--- src/rtl/phy_tx_arbiter_if.sv ---
// Requester-to-PHY bus of the transmit arbiter: four requester lanes in,
// one registered word stream plus grant status out.
interface phy_tx_arbiter_if #(
    parameter int WIDTH = 32
);
    logic [3:0]         req_valid;
    logic [4*WIDTH-1:0] req_data;
    logic [3:0]         req_last;
    logic [3:0]         req_ready;
    logic [WIDTH-1:0]   data_out;
    logic               valid_out;
    logic [3:0]         grant;
    logic               busy;

    modport master (
        output req_valid, req_data, req_last,
        input  req_ready, data_out, valid_out, grant, busy
    );

    modport slave (
        input  req_valid, req_data, req_last,
        output req_ready, data_out, valid_out, grant, busy
    );
endinterface

--- src/rtl/phy_tx_arbiter.sv ---
// Round-robin arbiter feeding one of four requesters into the PHY transmit path.
// A grant lasts until last, MAX_BURST words, or STALL_MAX idle cycles.
module phy_tx_arbiter #(
    parameter int               WIDTH     = 32,
    parameter int               MAX_BURST = 8,
    parameter int               STALL_MAX = 4,
    parameter logic [WIDTH-1:0] IDLE_WORD = 32'hBCBC_BCBC
) (
    input logic            clk_2f,
    input logic            reset,
    phy_tx_arbiter_if.slave bus
);
    localparam int BW = $clog2(MAX_BURST + 1);
    localparam int SW = $clog2(STALL_MAX + 1);

    typedef enum logic {IDLE, XFER} state_e;

    state_e           state_q, state_d;
    logic [3:0]       grant_q, grant_d;
    logic [1:0]       g_q, g_d;
    logic [1:0]       rr_ptr_q, rr_ptr_d;
    logic [BW-1:0]    burst_q, burst_d;
    logic [SW-1:0]    stall_q, stall_d;
    logic [WIDTH-1:0] data_q, data_d;
    logic             valid_q, valid_d;

    logic       sel_found;
    logic [1:0] sel_idx;
    logic [1:0] cand;
    logic [3:0] ready;
    logic       hs;
    logic [BW-1:0] burst_inc;
    logic [SW-1:0] stall_inc;

    // Ready is gated by reset so nothing can be accepted in a cycle that is being aborted.
    assign ready     = (state_q == XFER && !reset) ? grant_q : 4'b0000;
    assign hs        = |(bus.req_valid & ready);
    assign burst_inc = burst_q + 1'b1;
    assign stall_inc = stall_q + 1'b1;

    // First valid requester at or after rr_ptr, wrapping modulo 4.
    always_comb begin
        // NOTE: every combinational output gets a default first so no latch is inferred.
        sel_found = 1'b0;
        sel_idx   = rr_ptr_q;
        cand      = rr_ptr_q;
        for (int k = 0; k < 4; k++) begin
            cand = rr_ptr_q + 2'(k);
            if (!sel_found && bus.req_valid[cand]) begin
                sel_found = 1'b1;
                sel_idx   = cand;
            end
        end
    end

    always_comb begin
        state_d  = state_q;
        grant_d  = grant_q;
        g_d      = g_q;
        rr_ptr_d = rr_ptr_q;
        burst_d  = burst_q;
        stall_d  = stall_q;
        data_d   = IDLE_WORD;
        valid_d  = 1'b0;
        case (state_q)
            IDLE: begin
                if (sel_found) begin
                    state_d = XFER;
                    g_d     = sel_idx;
                    grant_d = 4'b0001 << sel_idx;
                    burst_d = '0;
                    stall_d = '0;
                end
            end
            XFER: begin
                if (hs) begin
                    data_d  = bus.req_data[g_q*WIDTH +: WIDTH];
                    valid_d = 1'b1;
                    burst_d = burst_inc;
                    stall_d = '0;
                    if (bus.req_last[g_q] || burst_inc == BW'(MAX_BURST)) begin
                        state_d  = IDLE;
                        grant_d  = 4'b0000;
                        rr_ptr_d = g_q + 2'd1;
                    end
                end else begin
                    stall_d = stall_inc;
                    if (stall_inc == SW'(STALL_MAX)) begin
                        state_d  = IDLE;
                        grant_d  = 4'b0000;
                        rr_ptr_d = g_q + 2'd1;
                    end
                end
            end
            default: state_d = IDLE;
        endcase
    end

    always_ff @(posedge clk_2f) begin
        // NOTE: non-blocking assignments so all state updates see pre-edge values.
        if (reset) begin
            state_q  <= IDLE;
            grant_q  <= 4'b0000;
            g_q      <= 2'd0;
            rr_ptr_q <= 2'd0;
            burst_q  <= '0;
            stall_q  <= '0;
            data_q   <= IDLE_WORD;
            valid_q  <= 1'b0;
        end else begin
            state_q  <= state_d;
            grant_q  <= grant_d;
            g_q      <= g_d;
            rr_ptr_q <= rr_ptr_d;
            burst_q  <= burst_d;
            stall_q  <= stall_d;
            data_q   <= data_d;
            valid_q  <= valid_d;
        end
    end

    assign bus.req_ready = ready;
    assign bus.data_out  = data_q;
    assign bus.valid_out = valid_q;
    assign bus.grant     = grant_q;
    assign bus.busy      = (state_q == XFER);
endmodule

--- src/flat_wrapper.sv ---
// flat-port wrapper written by rule: the top's interface ports become plain ports
module phy_tx_arbiter_flat 
#(
    parameter int               WIDTH     = 32,
    parameter int               MAX_BURST = 8,
    parameter int               STALL_MAX = 4,
    parameter logic [WIDTH-1:0] IDLE_WORD = 32'hBCBC_BCBC
)
  (clk_2f, reset, bus_req_valid, bus_req_data, bus_req_last, bus_req_ready, bus_data_out, bus_valid_out, bus_grant, bus_busy);
  phy_tx_arbiter_if #(.WIDTH(WIDTH)) bus_i ();
  input logic clk_2f;
  input logic reset;
  input wire logic [$bits(bus_i.req_valid)-1:0] bus_req_valid;
  input wire logic [$bits(bus_i.req_data)-1:0] bus_req_data;
  input wire logic [$bits(bus_i.req_last)-1:0] bus_req_last;
  output wire logic [$bits(bus_i.req_ready)-1:0] bus_req_ready;
  output wire logic [$bits(bus_i.data_out)-1:0] bus_data_out;
  output wire logic [$bits(bus_i.valid_out)-1:0] bus_valid_out;
  output wire logic [$bits(bus_i.grant)-1:0] bus_grant;
  output wire logic [$bits(bus_i.busy)-1:0] bus_busy;
  assign bus_i.req_valid = bus_req_valid;
  assign bus_i.req_data = bus_req_data;
  assign bus_i.req_last = bus_req_last;
  assign bus_req_ready = bus_i.req_ready;
  assign bus_data_out = bus_i.data_out;
  assign bus_valid_out = bus_i.valid_out;
  assign bus_grant = bus_i.grant;
  assign bus_busy = bus_i.busy;
  phy_tx_arbiter #(.WIDTH(WIDTH), .MAX_BURST(MAX_BURST), .STALL_MAX(STALL_MAX), .IDLE_WORD(IDLE_WORD)) u_core (.clk_2f(clk_2f), .reset(reset), .bus(bus_i));
endmodule
--- config.mk ---
export PLATFORM = sky130hd
export DESIGN_NAME = phy_tx_arbiter_flat
export DESIGN_NICKNAME = d
export VERILOG_FILES = /design/src/rtl/phy_tx_arbiter_if.sv /design/src/rtl/phy_tx_arbiter.sv /design/src/flat_wrapper.sv
export SDC_FILE = /design/constraint.sdc
export NUM_CORES = 1
export LEC_CHECK = 0
export ABC_AREA = 1
export ABC_CLOCK_PERIOD_IN_PS = 3300
export CAP_MARGIN = 20
export CELL_PAD_IN_SITES_DETAIL_PLACEMENT = 0
export CELL_PAD_IN_SITES_GLOBAL_PLACEMENT = 1
export CORE_UTILIZATION = 25
export CTS_CLUSTER_DIAMETER = 150
export DETAILED_ROUTE_END_ITERATION = 16
export GPL_ROUTABILITY_DRIVEN = 0
export HOLD_SLACK_MARGIN = 0.03
export PLACE_DENSITY = 0.83
export SLEW_MARGIN = 15
export SYNTH_ARGS = -nofsm -noshare
export SYNTH_HDL_FRONTEND = slang
export SYNTH_SLANG_ARGS = --single-unit
--- constraint.sdc ---
create_clock -name clk_2f -period 3.3 [get_ports clk_2f]
set_input_delay 0.33 -clock clk_2f [delete_from_list [all_inputs] [get_ports clk_2f]]
set_output_delay 0.33 -clock clk_2f [all_outputs]
set_load 0.05 [all_outputs]
**Yosys cells after proc, flatten, opt, wreduce, memory -nomap -nowiden**

Index checks and enable logic that the tools add are counted.

- Logic and storage cells: 86
- Register bits: 49
- Input port bits: 138
- Output and inout bits: 42

- $lt $le $gt $ge: 5
- Reduce and logical (&&, ||, !) cells: 17
- Shift operators: 2
- Mux-type cells: 38
- Add/sub/neg operators: 6
- Bitwise operators: 3
- Equal/unequal tests: 7

Operators by type and width:

| operator | count |
|---|---|
| variable part select 128 x 8 -> 32 bit | 1 |
| 2-to-1 mux 4 bit | 7 |
| one-hot mux 4 bit (2 select lines) | 2 |
| < comparator 2 x 3 -> 1 bit, second input constant | 5 |
| 2-to-1 mux 1 bit | 14 |
| 2-to-1 mux 2 bit | 6 |
| binary-select mux 1 bit (select 2 bit) | 5 |
| 2-to-1 mux 3 bit | 2 |
| inequality test 3 bit, second input constant | 2 |
| one-hot mux 3 bit (2 select lines) | 1 |
| AND reduction 3 bit | 2 |
| adder 2 x 1 -> 2 bit, second input constant | 2 |
| adder 2 bit, second input constant | 2 |
| adder 4 x 1 -> 4 bit, second input constant | 1 |
| bitwise AND 4 bit | 1 |
| == test 4 bit, second input constant | 1 |
| logical AND 1 bit | 4 |
| zero test 1 bit | 4 |
| inequality test 2 bit, second input constant | 2 |
| AND reduction 2 bit | 2 |
| OR reduction 4 bit | 1 |
| left shift 1 x 2 -> 4 bit, first input constant | 1 |
| adder 3 x 1 -> 3 bit, second input constant | 1 |
| == test 3 bit, second input constant | 1 |
| other kinds (7) | 8 |

**Longest topological paths before layout**

Gate-level depths: netlist of run 1.

- Depth in word-level cells: 15
- Depth in mapped cells: 15
- Depth with buffers taken out: 14

**Worst setup path before layout of run 1**

Ideal clock, no wire load.

- Path kind: flip-flop to flip-flop
- From: register u_core.state_q (netlist: u_core.bus.busy)
- To: register u_core.grant_q[2] (netlist: u_core.bus.grant[2])
- Library setup time: 0.131 ns
- Required time: 3.169 ns
- Setup slack: 0.749 ns
- Path buffers: 0
- Arrival: 2.420 ns
- Period minus slack after synthesis: 2.551 ns
- Stages on the path, launching flop included: 14
- Path through: dfxtp_1 -> inv_2 -> nor2_2 -> inv_2 -> nor2_1 -> nand2_1 -> nand2_1 -> nor2_4 -> inv_4 -> nand2_2 -> nand3_2 -> nand2_2 -> nand2_1 -> a21oi_2

- Cells in the longest elaborated chain, start to end: 6
- Elaborated cells between the ends (all ways): 11
- Those cells by class: 3 x eq/ne; 3 x mux; 2 x bitwise; 3 x reduce/logical

Ends and longest elaborated chain:

| what | RTL line | text |
|---|---|---|
| start, declared | phy_tx_arbiter.sv:18 | `state_e state_q, state_d;` |
| start signal, assigned | phy_tx_arbiter.sv:111 | `state_q <= state_d;` |
| logical AND 1 bit (*) | phy_tx_arbiter.sv:36 | `assign ready = (state_q == XFER && !reset) ? grant_q : 4'b0000;` |
| 2-to-1 mux 4 bit (*) | phy_tx_arbiter.sv:36 |  |
| net bus_req_ready[2] | flat_wrapper.sv:16 | `output wire logic [$bits(bus_i.req_ready)-1:0] bus_req_ready;` |
| bitwise AND 4 bit (*) | phy_tx_arbiter.sv:37 | `assign hs = \|(bus.req_valid & ready);` |
| OR reduction 4 bit (*) | phy_tx_arbiter.sv:37 |  |
| inequality test 3 bit (no source line) / 2-to-1 mux 4 bit (equally long branches) | n/a |  |
| AND reduction 3 bit (no source line) / one-hot mux 4 bit (2 select lines) (equally long branches) | n/a |  |
| end signal, assigned | phy_tx_arbiter.sv:112 | `grant_q <= grant_d;` |
| end, declared | phy_tx_arbiter.sv:19 | `logic [3:0] grant_q, grant_d;` |

Mark *: on every way through the listed nets, which the timed path passes. The rest lies on a longest branch.
A chain may end at the register's enable or synchronous reset.

**Worst setup path after layout of run 1**

- From: register u_core.state_q (netlist: u_core.bus.busy)
- To: output bus_req_ready[2]

- Cells in the longest elaborated chain, start to end: 2

Ends and longest elaborated chain:

| what | RTL line |
|---|---|
| logical AND 1 bit | phy_tx_arbiter.sv:36 |
| 2-to-1 mux 4 bit | phy_tx_arbiter.sv:36 |
| end, declared | flat_wrapper.sv:16 |

Every way passes these cells.

==> results of run 1 <==
-- where the power goes --
group | total (mW) | switching, mW | internal (mW)
registers | 0.634 | 0.0236 | 0.610
clock network | 0.373 | 0.206 | 0.167
logic | 0.466 | 0.235 | 0.231
total | 1.47 | 0.465 | 1.01
-- critical path, cell delays in order (launching register included) --
cell                              delay, ns
sky130_fd_sc_hd__dfxtp_1               0.51
sky130_fd_sc_hd__inv_2                 0.11
sky130_fd_sc_hd__nor2_2                0.15
sky130_fd_sc_hd__inv_2                 0.07
sky130_fd_sc_hd__nor2_1                0.12
sky130_fd_sc_hd__clkdlybuf4s50_1       0.83
-- per-layer routing --
metal  GRT usage, %  vias up
met4           7.05        0
met1           19.4     1536
met3           5.27       19
li1               -     1765
met5              0        -
met2           32.2      125
-- worst paths after layout --
path / slack [ns] / cells after the start / start / endpoint
min reg2reg: 0.49 / 2 / u_core.burst_q[3]$_SDFFE_PP0P_ / u_core.burst_q[3]$_SDFFE_PP0P_
min: 0.49 / 2 / u_core.burst_q[3]$_SDFFE_PP0P_ / u_core.burst_q[3]$_SDFFE_PP0P_
max reg2reg: 1.24 / 10 / u_core.g_q[0]$_SDFFE_PP0P_ / u_core.bus.grant[2]$_SDFFE_PP0P_
max: 0.87 / 5 / u_core.bus.busy$_SDFF_PP0_ / bus_req_ready[2]
-- cells by family after synthesis --
logic type               after synthesis
AO/OA/AOI/OAI                        118
XOR/XNOR                               2
adder cells (fa/ha/maj)                3
buffers and inverters                 49
flip-flops                            49
AND/OR/NAND/NOR                      208
-- through the flow --
stage                     area, um2  total power, mW  hold WS [ns]  worst slack [ns]  cells
after floorplan                2800            0.870         0.408             0.749    429
after global placement         4680             1.11         0.460              1.00    726
after detailed placement       4680             1.12         0.473              1.00    726
after CTS                      4770             1.49         0.484             0.846    733
after global routing           4770             1.56         0.508             0.727    733
final                          4770             1.47         0.486             0.871    733
-- final cells by class --
type	count	area, um2	share of cell area [%]
clock buffer	7	86.3	1.81
inverter	21	81.3	1.71
sequential	49	982	20.6
timing repair buffer	185	1840	38.5
multi-input combinational	331	1610	33.7
tap	140	175	3.67
-- cell usage in the layout, fill, tap and decap left out --
master / count
sky130_fd_sc_hd__a211oi_1: 1
sky130_fd_sc_hd__a21oi_1: 26
sky130_fd_sc_hd__a21oi_2: 1
sky130_fd_sc_hd__buf_4: 6
sky130_fd_sc_hd__clkbuf_1: 1
sky130_fd_sc_hd__clkbuf_8: 6
sky130_fd_sc_hd__clkdlybuf4s50_1: 179
sky130_fd_sc_hd__clkinv_1: 1
sky130_fd_sc_hd__dfxtp_1: 48
sky130_fd_sc_hd__dfxtp_2: 1
sky130_fd_sc_hd__ha_1: 3
sky130_fd_sc_hd__inv_1: 13
sky130_fd_sc_hd__inv_2: 6
sky130_fd_sc_hd__inv_4: 1
sky130_fd_sc_hd__nand2_1: 69
sky130_fd_sc_hd__nand2_2: 8
sky130_fd_sc_hd__nand3_1: 19
sky130_fd_sc_hd__nand3_2: 2
sky130_fd_sc_hd__nand4_1: 5
sky130_fd_sc_hd__nor2_1: 99
sky130_fd_sc_hd__nor2_2: 3
sky130_fd_sc_hd__nor2_4: 3
sky130_fd_sc_hd__o21ai_0: 70
sky130_fd_sc_hd__o221ai_1: 20
sky130_fd_sc_hd__xnor2_1: 1
sky130_fd_sc_hd__xor2_1: 1
-- registers in the layout (all words and copies together) (netlist names) --
register              cells
u_core.rr_ptr_q           2
u_core.g_q                2
u_core.bus.busy           1
u_core.bus.valid_out      1
u_core.bus.grant          4
u_core.burst_q            4
u_core.stall_q            3
u_core.bus.data_out      32
==> results.cfg, run 1 <==
[run_status]
outcome = completed

[timing]
grt_setup_unrepaired = false
final-max-slew-violation-count = 0
fmax_mhz = 412
worst_pin_slew_ns = 0.584
max_slew_margin_pct = 61.0
tns_ns = 0
finalClockSkew_ns = 0.00846
setup-violations-final = 0
finalCriticalPeriod_ns = 2.43
hold_viol = 0
timing.final.crit_share_pct = 73.6

[global_routing]
number_of_global_route_vias_before_repair = 3325
grt_pass1_wl_um = 15900
track_usage_pct = 17.9
grt_remaining_overflow = 0
largest_net_degree_at_the_start_of_global_routing = 40
antenna_found_initial = 0

[route]
drc = 0
routed_wl_um = 10400
highest-signal-layer = met4
route.vias.total = 3445
vias_per_cell = 4.70
wl_met1_um = 4260
detail_route.iter0.violations = 138
wire_length_on_met3_um = 750
routedWlPerCell_um = 14.2
ant_nets = 0
drt_pre_antenna_iters = 4
total_met2_wirelength_after_detailed_routing_um = 5080

[logic_synthesis]
ys_seq_elements = 49
avgSynthCellArea_um2 = 6.52
number_of_enable_flip_flop_cells_after_synthesis = 0
synthCells = 429
synth_seq_area_share_pct = 35.1
synth_top_family_by_area = simple AND/OR/NAND/NOR gates
xor_xnor_fraction_of_synth_area_pct = 0.627
synthTopCellsByArea = sky130_fd_sc_hd__dfxtp_1 35%, sky130_fd_sc_hd__nor2_1 13%, sky130_fd_sc_hd__o21ai_0 13%
synthArstFlopShare_pct = 0
synth-warning-count = 0
yosysTopAreaCell = sky130_fd_sc_hd__dfxtp_1
synth_compound_area_share_pct = 24.0
synthMostInstantiatedCell = sky130_fd_sc_hd__nor2_1
adder_and_majority_gate_portion_of_the_synthesized_area_pct = 1.34
netlist_area_um2 = 2800
netlist_top_cells_count = 99 x sky130_fd_sc_hd__nor2_1, 70 x sky130_fd_sc_hd__o21ai_0, 69 x sky130_fd_sc_hd__nand2_1
prevailing_post_synth_register_cell = sky130_fd_sc_hd__dfxtp_1
synth.distinct_cells = 26
synth.net_count = 570
post_synth_mux_area_share_pct = 0
post-synth-top-area-fraction_pct = 35.1
post_synth_and_or_nand_nor_area_fraction_pct = 31.5

[clock_network]
ctsHoldBuffers = 0
tritoncts = yes
cts.root.buffer_cell = sky130_fd_sc_hd__clkbuf_8
cts.reportedPaths.clkPinSlew_ns = 0.09
cts.repair.resized = 0
insertion_delay_ns = 0.31
numCtsBuffers = 5
postCtsSetupRepairBufs = 0
htree_num_levels = 2
clock_sinks = 49
max-clock-path-buffers = 2

[setup_path]
critical_path_peak_fanout = 7
timing_worst_setup_path_type = flip-flop to output port
worstPathArrival_ns = 2.10
timing.critical_path.to_type = output port
cp_data_required_time_ns = 2.97
setup.worst_path.start_class = flip-flop

[final_layout]
final_net_count = 734
final_layout_size_suffix_gt1_share_pct = 6.24
filler_cell_count = 1109
area.growth.synth_to_final_pct = 70.6
layout.core_utilization_pct = 43.8
antenna_cells_inserted = 0

[flow_run]
drv.max_cap_violation_count = 0

[die]
core_um2 = 10900
starting_density_pct = 25.7
die_width_um = 108
std_cell_rows = 38
ios = 180
die_h_um = 108
die_area_um2 = 11600

[pwr]
cellPowerDensity_nw_per_um2 = 309
power.static_leakage_nw = 1.84
worst_vdd_rail_ir_drop_mv = 0.146

[placed_design]
post-dp-hpwl_um = 7840
place.port_buffers = 179

[hold_path]
hold_path_class = flip-flop to flip-flop
No activity file was read; power rests on OpenSTA's default activity.
==> run 2, diff against run 1 <==
--- a/config.mk
+++ b/config.mk
@@ -6,16 +6,16 @@
 export NUM_CORES = 1
 export LEC_CHECK = 0
 export ABC_AREA = 1
-export ABC_CLOCK_PERIOD_IN_PS = 3300
+export ABC_CLOCK_PERIOD_IN_PS = 2000
 export CAP_MARGIN = 20
 export CELL_PAD_IN_SITES_DETAIL_PLACEMENT = 0
 export CELL_PAD_IN_SITES_GLOBAL_PLACEMENT = 1
-export CORE_UTILIZATION = 25
+export CORE_UTILIZATION = 21
 export CTS_CLUSTER_DIAMETER = 150
 export DETAILED_ROUTE_END_ITERATION = 16
 export GPL_ROUTABILITY_DRIVEN = 0
 export HOLD_SLACK_MARGIN = 0.03
-export PLACE_DENSITY = 0.83
+export PLACE_DENSITY = 0.74
 export SLEW_MARGIN = 15
 export SYNTH_ARGS = -nofsm -noshare
 export SYNTH_HDL_FRONTEND = slang
==> constraint.sdc (replaced) <==
create_clock -name clk_2f -period 2 [get_ports clk_2f]
set_input_delay 0.2 -clock clk_2f [delete_from_list [all_inputs] [get_ports clk_2f]]
set_output_delay 0.2 -clock clk_2f [all_outputs]
set_load 0.05 [all_outputs]
==> run 2 against run 1 <==
  * Utilization is 4.3 points lower
  * Clock skew is 0.0012 ns higher
  * Highest routed layer unchanged
  * Largest power group unchanged
  * Routed wire length is 3.5% higher
  * Die area is 19% higher
  * Critical path depth is 7 higher
  * Final area is 5.8% higher
==> results.cfg, run 2 (synthesis results as in run 1) <==
[setup_path]
timing_worst_setup_path_type = flip-flop to flip-flop
timing.reg2reg.setup_slack_ns = 0.21
path_common_cell = sky130_fd_sc_hd__nand2_1
cp.buffers_inverters = 1
path_cells = inv_2, nand2_1, nand2_1, nand2_1, nand2_2, nor2_4, nand2_2, nor2_4, nor2_2, nor2_2, nand2_1, a21oi_1
setup.worst_path.start_class = flip-flop
worst_path_dominant_cell_family = simple AND/OR/NAND/NOR gates
worstPathArrival_ns = 2.01
worstRegToRegCells = 12
cp_data_required_time_ns = 2.22
slowest_stage = sky130_fd_sc_hd__dfxtp_1
crit_cells = 12
rr_endpoint = u_core.burst_q[3]$_SDFFE_PP0P_
crit_path_max_incr_delay_ns = 0.50
regToRegStartpoint = u_core.rr_ptr_q[0]$_SDFFE_PP0P_
critical_path_peak_fanout = 11
timing.critical_path.to_type = flip-flop

[route]
routed_wl_um = 10700
detail_route.iter0.violations = 119
drt_pre_antenna_iters = 6
route.vias.total = 3530
ant_nets = 0
routedWlPerCell_um = 13.9
vias_per_cell = 4.55
drc = 0

[final_layout]
regArea_um2 = 983
antenna_cells_inserted = 0
final_net_count = 743
layout_commonest_cell = sky130_fd_sc_hd__clkdlybuf4s50_1
layout.core_utilization_pct = 39.5
most-common-layout-cells = 175 x sky130_fd_sc_hd__clkdlybuf4s50_1, 95 x sky130_fd_sc_hd__nor2_1, 70 x sky130_fd_sc_hd__o21ai_0
filler_cell_count = 1306
multiInputGateArea_um2 = 1640
largest_register_ff_count = 32
final_design_area_no_fill_um2 = 5050
final_layout_size_suffix_gt1_share_pct = 9.45
area.growth.synth_to_final_pct = 80.5

[global_routing]
largest_net_degree_at_the_start_of_global_routing = 43
grt_remaining_overflow = 0
grt_pass1_wl_um = 17000
number_of_global_route_vias_before_repair = 3496
track_usage_pct = 15.3
antenna_found_initial = 0

[timing]
worst_pin_slew_ns = 0.539
hold_viol = 0
finalCriticalPeriod_ns = 1.79
final.hold.worst_slack_ns = 0.483
fmax_mhz = 559
max_slew_margin_pct = 63.9
setup-violations-final = 0
timing.final.crit_share_pct = 89.5
finalClockSkew_ns = 0.00962
final-max-slew-violation-count = 0
tns_ns = 0
grt_setup_unrepaired = false

[clock_network]
postCtsSetupRepairBufs = 0
cts.reportedPaths.clkPinSlew_ns = 0.08
numCtsBuffers = 5
insertion_delay_ns = 0.30
tritoncts = yes
max-clock-path-buffers = 2
cts.repair.resized = 0
htree_num_levels = 2
cts.root.buffer_cell = sky130_fd_sc_hd__clkbuf_16
clock_sinks = 49
ctsHoldBuffers = 0

[pwr]
worst_vdd_rail_ir_drop_mv = 0.338
report.power.total_mw = 2.85
cellPowerDensity_nw_per_um2 = 566
power.static_leakage_nw = 1.95

[placed_design]
place.port_buffers = 179
post_dp_cell_area_um2 = 4870
post-dp-hpwl_um = 8320

[run_status]
outcome = completed

[hold_path]
min_from = u_core.bus.grant[3]$_SDFFE_PP0P_
min_delay_worst_endpoint = u_core.bus.grant[3]$_SDFFE_PP0P_
hold_path_class = flip-flop to flip-flop
worst_hold_path.num_cells = 2

[die]
std_cell_rows = 41
die_width_um = 117
core_um2 = 12800
ios = 180
die_area_um2 = 13800
starting_density_pct = 21.9
die_h_um = 117

[flow_run]
drv.max_cap_violation_count = 0
-- run 2: area by class of cell --
class	instances	share of cell area, %
repair buffers	194	38.8
multi-input cells	331	32.4
flip-flops and latches	49	19.5
well taps	172	4.26
clock buffers	5	2.48
inverters	21	1.61
clock inverters	3	0.942
-- run 2: worst max-delay path by stage --
stage                                         start                          endpoint  slack [ns]
finish              u_core.rr_ptr_q[0]$_SDFFE_PP0P_    u_core.burst_q[3]$_SDFFE_PP0P_        0.21
global route        u_core.rr_ptr_q[1]$_SDFFE_PP0P_    u_core.burst_q[3]$_SDFFE_PP0P_        0.02
CTS                 u_core.rr_ptr_q[0]$_SDFFE_PP0P_  u_core.bus.grant[2]$_SDFFE_PP0P_        0.20
detailed placement                            reset  u_core.bus.grant[1]$_SDFFE_PP0P_        0.01
global placement                              reset  u_core.bus.grant[1]$_SDFFE_PP0P_        0.04
floorplan                u_core.bus.busy$_SDFF_PP0_  u_core.bus.grant[2]$_SDFFE_PP0P_        0.08
-- run 2: per-layer routing --
| metal | track usage (%) | routed length (um) | part of all wire [%] | vias up |
|---|---|---|---|---|
| met2 | 27.7 | 5450 | 51 | 126 |
| met1 | 17.4 | 4460 | 41 | 1609 |
| met5 | 0 | 0 | 0 | - |
| met3 | 4.18 | 736 | 6.9 | 9 |
| met4 | 4.14 | 101 | 0.94 | 0 |
| li1 | - | - | - | 1786 |
-- run 2: stage by stage --
stage | setup slack, ns | instances
detailed placement | 0.00995 | 767
floorplan | 0.0839 | 429
global route | 0.0246 | 775
finish | 0.210 | 775
CTS | 0.202 | 775
global placement | 0.0440 | 767
-- run 2: report_power, final --
part | internal [mW] | leakage [nW] | switching (mW)
Combinational | 0.397 | 1.47 | 0.417
Clock | 0.600 | 0.0848 | 0.409
Sequential | 1.01 | 0.398 | 0.0236
-- run 2: worst register-to-register path, delay by kind of cell, from the launching register on --
family / cells / cell delay (ns)
buf+inv: 1 / 0.16
flops: 1 / 0.50
compound gates: 1 / 0.14
simple gates: 10 / 0.92
